$ cat src/rtl/arb_pkg.sv
// Shared definitions for the round-robin arbiter slice.
// Contents:
//   arb_state_e  - two-state arbiter FSM encoding (IDLE, GRANT)
//   idx_width()  - index width helper: $clog2(n) with a floor of 1, so
//                  parameter corners (n = 1 or 2) never yield a zero-width bus
package arb_pkg;

    typedef enum logic [0:0] {
        IDLE  = 1'b0,
        GRANT = 1'b1
    } arb_state_e;

    function automatic int idx_width(input int n);
        if (n <= 2) begin
            return 1;
        end else begin
            return $clog2(n);
        end
    endfunction

endpackage

$ cat src/rtl/rr_pick.sv
// Rotating-priority picker, purely combinational.
// Finds the first set bit of req scanning upward from index start, wrapping
// from N-1 back to 0.
// Ports:
//   req        in   N   request vector
//   start      in   IW  index with highest priority
//   pick_idx   out  IW  index of the selected requester (0 when none)
//   pick_valid out  1   at least one request bit is set
module rr_pick
    import arb_pkg::*;
#(
    parameter  int N  = 4,
    localparam int IW = idx_width(N)
) (
    input  logic [N-1:0]  req,
    input  logic [IW-1:0] start,
    output logic [IW-1:0] pick_idx,
    output logic          pick_valid
);

    // Doubling the vector and shifting by start puts the scan order in bits
    // [N-1:0]: bit i of rot_s is requester (start + i) mod N.
    logic [2*N-1:0] rot_s;
    logic [IW:0]    sum_s;

    assign rot_s = {req, req} >> start;

    // First-set scan of the rotated vector, mapped back to an absolute index.
    always_comb begin
        pick_idx   = {IW{1'b0}};
        pick_valid = 1'b0;
        sum_s      = {(IW+1){1'b0}};
        for (int i = 0; i < N; i++) begin
            if (!pick_valid && rot_s[i]) begin
                pick_valid = 1'b1;
                sum_s      = {1'b0, start} + (IW+1)'(i);
                if (sum_s >= (IW+1)'(N)) begin
                    pick_idx = IW'(sum_s - (IW+1)'(N));
                end else begin
                    pick_idx = sum_s[IW-1:0];
                end
            end else begin
                pick_valid = pick_valid;
            end
        end
    end

endmodule

$ cat src/rtl/rr_arbiter_hold.sv
// Round-robin arbiter with registered one-hot grant, grant hold and a burst
// limit that forces rotation when other requesters are waiting.
// Ports:
//   clk      in   1          rising-edge clock
//   rst      in   1          asynchronous active-high reset
//   req      in   N          level-sensitive request vector
//   gnt      out  N          registered grant, one-hot or zero
//   gnt_idx  out  clog2(N)   binary index of the owner, 0 when idle
//   valid    out  1          high exactly when gnt is non-zero
// MAX_HOLD = 0 disables the burst limit (owner keeps the grant indefinitely).
module rr_arbiter_hold
    import arb_pkg::*;
#(
    parameter int N        = 4,
    parameter int MAX_HOLD = 8
) (
    input  logic                 clk,
    input  logic                 rst,
    input  logic [N-1:0]         req,
    output logic [N-1:0]         gnt,
    output logic [$clog2(N)-1:0] gnt_idx,
    output logic                 valid
);

    localparam int              IW        = idx_width(N);
    localparam int              HW        = idx_width(MAX_HOLD + 1);
    localparam logic [HW-1:0]   HOLD_MAX  = HW'(MAX_HOLD);
    localparam logic [IW-1:0]   LAST_IDX  = IW'(N - 1);
    localparam bit              UNLIMITED = (MAX_HOLD == 32'sd0);

    arb_state_e     state_r;
    logic [IW-1:0]  last_r;
    logic [HW-1:0]  hold_cnt_r;

    logic [IW-1:0]  start_s;
    logic [IW-1:0]  pick_idx_s;
    logic           pick_valid_s;
    logic           owner_req_s;
    logic           others_s;
    logic           at_limit_s;
    logic           take_s;
    logic           bump_s;

    // Scan starts just after the last owner. While a grant is held last_r is
    // the owner, so a forced rotation reaches every other requester before
    // wrapping back to the owner.
    always_comb begin
        if (last_r == LAST_IDX) begin
            start_s = {IW{1'b0}};
        end else begin
            start_s = last_r + 1'b1;
        end
    end

    rr_pick #(
        .N (N)
    ) u_pick (
        .req        (req),
        .start      (start_s),
        .pick_idx   (pick_idx_s),
        .pick_valid (pick_valid_s)
    );

    // gnt is one-hot on the owner while in GRANT, so masking with it splits
    // req into "owner still requesting" and "somebody else is waiting".
    assign owner_req_s = |(req & gnt);
    assign others_s    = |(req & ~gnt);
    assign at_limit_s  = !UNLIMITED && (hold_cnt_r == HOLD_MAX);

    // Transition decision: take a new owner from the picker, extend the
    // current grant, or (neither) fall back to idle.
    always_comb begin
        take_s = 1'b0;
        bump_s = 1'b0;
        case (state_r)
            IDLE: begin
                if (pick_valid_s) begin
                    take_s = 1'b1;
                end else begin
                    take_s = 1'b0;
                end
            end
            GRANT: begin
                if (owner_req_s) begin
                    if (!at_limit_s) begin
                        bump_s = 1'b1;
                    end else if (others_s) begin
                        take_s = 1'b1;
                    end else begin
                        bump_s = 1'b1;
                    end
                end else if (pick_valid_s) begin
                    take_s = 1'b1;
                end else begin
                    take_s = 1'b0;
                end
            end
            default: begin
                take_s = 1'b0;
            end
        endcase
    end

    // Arbiter FSM with registered grant outputs and hold counter.
    always_ff @(posedge clk or posedge rst) begin
        if (rst) begin
            state_r    <= IDLE;
            last_r     <= LAST_IDX;
            hold_cnt_r <= {HW{1'b0}};
            gnt        <= {N{1'b0}};
            gnt_idx    <= {IW{1'b0}};
            valid      <= 1'b0;
        end else if (take_s) begin
            state_r    <= GRANT;
            last_r     <= pick_idx_s;
            hold_cnt_r <= HW'(1);
            gnt        <= {{(N-1){1'b0}}, 1'b1} << pick_idx_s;
            gnt_idx    <= pick_idx_s;
            valid      <= 1'b1;
        end else if (bump_s) begin
            // Saturation is implicit: bump_s without take_s at the limit only
            // happens when the owner is alone, and then the count is held.
            if (UNLIMITED || at_limit_s) begin
                hold_cnt_r <= hold_cnt_r;
            end else begin
                hold_cnt_r <= hold_cnt_r + 1'b1;
            end
        end else begin
            state_r    <= IDLE;
            hold_cnt_r <= {HW{1'b0}};
            gnt        <= {N{1'b0}};
            gnt_idx    <= {IW{1'b0}};
            valid      <= 1'b0;
        end
    end

endmodule

$ cat config.mk
export PLATFORM = sky130hd
export DESIGN_NAME = rr_arbiter_hold
export DESIGN_NICKNAME = d
export VERILOG_FILES = /design/src/rtl/arb_pkg.sv /design/src/rtl/rr_pick.sv /design/src/rtl/rr_arbiter_hold.sv
export SDC_FILE = /design/constraint.sdc
export NUM_CORES = 1
export LEC_CHECK = 0
export ABC_AREA = 1
export CORE_MARGIN = 2
export CORE_UTILIZATION = 30
export CTS_CLUSTER_SIZE = 10
export DETAILED_ROUTE_END_ITERATION = 8
export GPL_TIMING_DRIVEN = 1
export PLACE_DENSITY = 0.52
export SYNTH_ARGS = -nofsm -noshare
export SYNTH_HDL_FRONTEND = slang
export SYNTH_SLANG_ARGS = --single-unit
$ cat constraint.sdc
create_clock -name clk -period 2.36 [get_ports clk]
set_clock_uncertainty 0.1 [all_clocks]
set_input_delay 0.472 -clock clk [delete_from_list [all_inputs] [get_ports clk]]
set_output_delay 0.472 -clock clk [all_outputs]
set_load 0.02 [all_outputs]
==> metrics.md <==
| Metric | Value |
|---|---|
| WP data arrival | `2.11 ns` |
| Critical Path RT | `2.43 ns` |
| Initial antenna violation count | `0` |
| Max Fclk | `0.491 GHz` |
| Core area | `0.00300 sq mm` |
| R2r setup slk | `0.32 ns` |
| RSZ-0062 raised after global routing | `no` |
| Number of synthesized register bits | `13` |
| DRC violations left | `0` |
| Fin util | `37.2%` |
| Post-CTS Resized | `0` |
| RR Endpoint | `gnt_idx[1]` |
| TritonCTS Sinks | `13` |
| Crit-path cells | `ha_1, inv_1, nand2_2, nand2_1, nand3_2, nand2_2, nor2_4, nand3_2, nand2_2, inv_2, nand2_1, nand2_1` |
| Fin crit period | `2.04 ns` |
| Setup crit end kind | `flop` |
| Largest net degree at the start of global routing | `14` |
| Area added between synthesis and finish | `19.7%` |
| Fin Setup TNS | `0 ns` |
| Post-CTS Setup Inserts | `0` |
| Met1 Resource Use GR | `around a fifth` |
| Met3 GRT Util | `3.03%` |
| Worst-Margin Slew | `0.484 ns` |
| Asr flop ratio synth | `100%` |
| Hold WS | `0.380 ns` |
| I/O Buffers | `12` |
| Reg2reg start | `last_r[0]` |
| Post-detail-place hpwl | `1710 um` |
| Slowest CP cell | `dfstp_2` |
| Cts hold-fix bufs | `0` |
| Initial Util | `31.0%` |
| Slew Viols, Final | `0` |
| Total CTS buffers | `3` |
| Worst reg-to-reg path cell count | `12` |
| Tcrit/Tclk final | `between 80% and 90%` |
| Die area | `roughly 0.0036 sq mm` |
| Final setup vio count | `0` |
| Max-Cap Viols | `0` |
| Htree depth | `1` |
| DR vias | `around 900` |
| Die height | `59.7 um` |
| Gate count after technology mapping | `132` |
| Nets@finish | `158` |
| Longest Clk Path Bufs | `2` |
| DRT Pass-1 Iters | `4` |
| Met2 Usage GRT | `21.1%` |
| Root Driver | `clkbuf_4` |
| Routed Antenna Nets | `0` |
| Netlist cell types | `23` |
| Seq/Total Area, Yosys | `35.2%` |
| Vias in the first global route | `roughly 900` |
| CTS tree | `built` |
| Clk_lat worst skew | `0.27 ns` |
| Routed WL | `about 2200 um` |
| Synth warn | `0` |
| Fraction of final layout cells sized beyond drive strength 1 | `14.9%` |
| CP Max Fanout | `8` |
| Gpl congestion | `0.903` |
| Post-synth EDFFs | `0` |
| Slowest stage delay, CP | `between 0.6 and 0.7 ns` |
| Die width | `59.7 um` |
| Hold Path Depth | `2` |
| Ant diodes | `0` |
| Slew margin rel. | `67.7%` |
| Clk slew on worst S/H paths | `about 0.080 ns` |
| Kind of critical path | `reg -> reg` |
| First-pass GRT wire length | `3860 um` |
| Layer with the highest usage | `met2` |
| Synth Flop Type | `dfrtp_1` |
| Hold Path Class | `reg -> reg` |
| Rows | `20` |
| Syn_nets | `roughly 140` |
| DRT iter0 DRCs | `34` |
| Outcome | `finished, final reports clean` |
| Routed WL per cell | `11.9 um` |
| Kind of start point of the critical path | `flop` |
| Io pins | `13` |
| Vias per cell | `slightly below 5` |
| Total global-route track usage | `between 10 and 15%` |
| Syn Area/Cell | `7.06 sq um` |
| Hold Crit Endpoint | `last_r[1]` |
| Hold_sp | `last_r[1]` |
| Final Hold Fails | `0` |
| Synthesized area | `932 sq um` |
| GRT overflow | `0` |
-- kinds of logic after synthesis --
kind of cell               count (synthesis)  share of synthesized area (%)
and+or+nand+nor                           86                           43.5
AOI/OAI and AO/OA                         10                           6.31
buffers and inverters                     16                           7.25
adders and majority gates                  3                           4.03
DFF                                       13                           35.2
xor gates and xnor gates                   4                           3.76
-- layout make-up --
type / instances / area (sq um)
Multi-Input combinational cell: 103 / 537
Tap cell: 33 / 41.3
Inverter: 15 / 56.3
Clock buffer: 4 / 26.3
Timing Repair Buffer: 13 / 128
Sequential cell: 13 / 328
Fill cell: 326 / 1890
-- sequential cells by signal (all words and copies together) (netlist names) --
| register | count |
|---|---|
| gnt_idx | 2 |
| last_r | 2 |
| gnt | 4 |
| hold_cnt_r | 4 |
| state_r | 1 |
-- worst max-delay path by stage --
stage               from    endpoint  slack (ns)  cells past startpoint
3_5_place_dp      req[0]  gnt_idx[1]        0.17                     12
2_1_floorplan  last_r[0]      gnt[2]        0.45                     12
6_report       last_r[0]  gnt_idx[1]        0.32                     12
5_1_grt        last_r[0]      gnt[3]        0.14                     12
3_3_place_gp      req[2]      gnt[2]        0.15                     12
4_1_cts        last_r[0]  gnt_idx[1]        0.31                     12
-- critical path, delay by kind of cell, from the launching register on --
kind	cells	cell delay [ns]
simple gates	9	0.89
flops	1	0.61
buf+inv	2	0.14
fa+ha+maj	1	0.20
-- synthesized netlist by cell type (2+ instances only) --
master | instances | area, sq um
dfrtp_1 | 11 | 275
dfstp_2 | 2 | 52.6
ha_1 | 3 | 37.5
inv_1 | 13 | 48.8
inv_2 | 2 | 7.51
nand2_1 | 45 | 169
nand2_2 | 8 | 50.1
nand3_1 | 14 | 70.1
nand3_2 | 3 | 30.0
nand4_1 | 5 | 31.3
nor2_1 | 7 | 26.3
o21ai_0 | 5 | 25.0
o22ai_1 | 2 | 12.5
xor2_1 | 3 | 26.3
-- cell usage in the layout, fill, tap and decap left out, types with 2 or more instances in the layout --
master	instances
xor2_1	3
inv_1	13
clkdlybuf4s50_1	12
nand3_1	14
ha_1	3
o22ai_1	2
o21ai_0	5
nand2_2	8
clkbuf_4	3
nor2_1	7
inv_2	2
nand3_2	3
nand4_1	5
dfrtp_1	11
dfstp_2	2
nand2_1	45
-- per-stage QoR --
stage,instance area [sq um],std cells,worst slack [ns]
after floorplan,932,132,0.448
after global placement,1090,177,0.147
after detailed placement,1090,177,0.167
after CTS,1120,181,0.310
after global routing,1120,181,0.144
final,1120,181,0.324
-- per-layer routing --
layer / part of all wire (%) / up-vias / wire length (um)
met4: 1.5 / 0 / 32
li1: - / 463 / -
met1: 50 / 411 / 1080
met3: 5.0 / 4 / 107
met5: 0 / - / 0
met2: 43 / 20 / 933
Power is left out: the tool's default activity adds up to more than one toggle a clock period on the data nets, which glitch-free logic cannot reach.
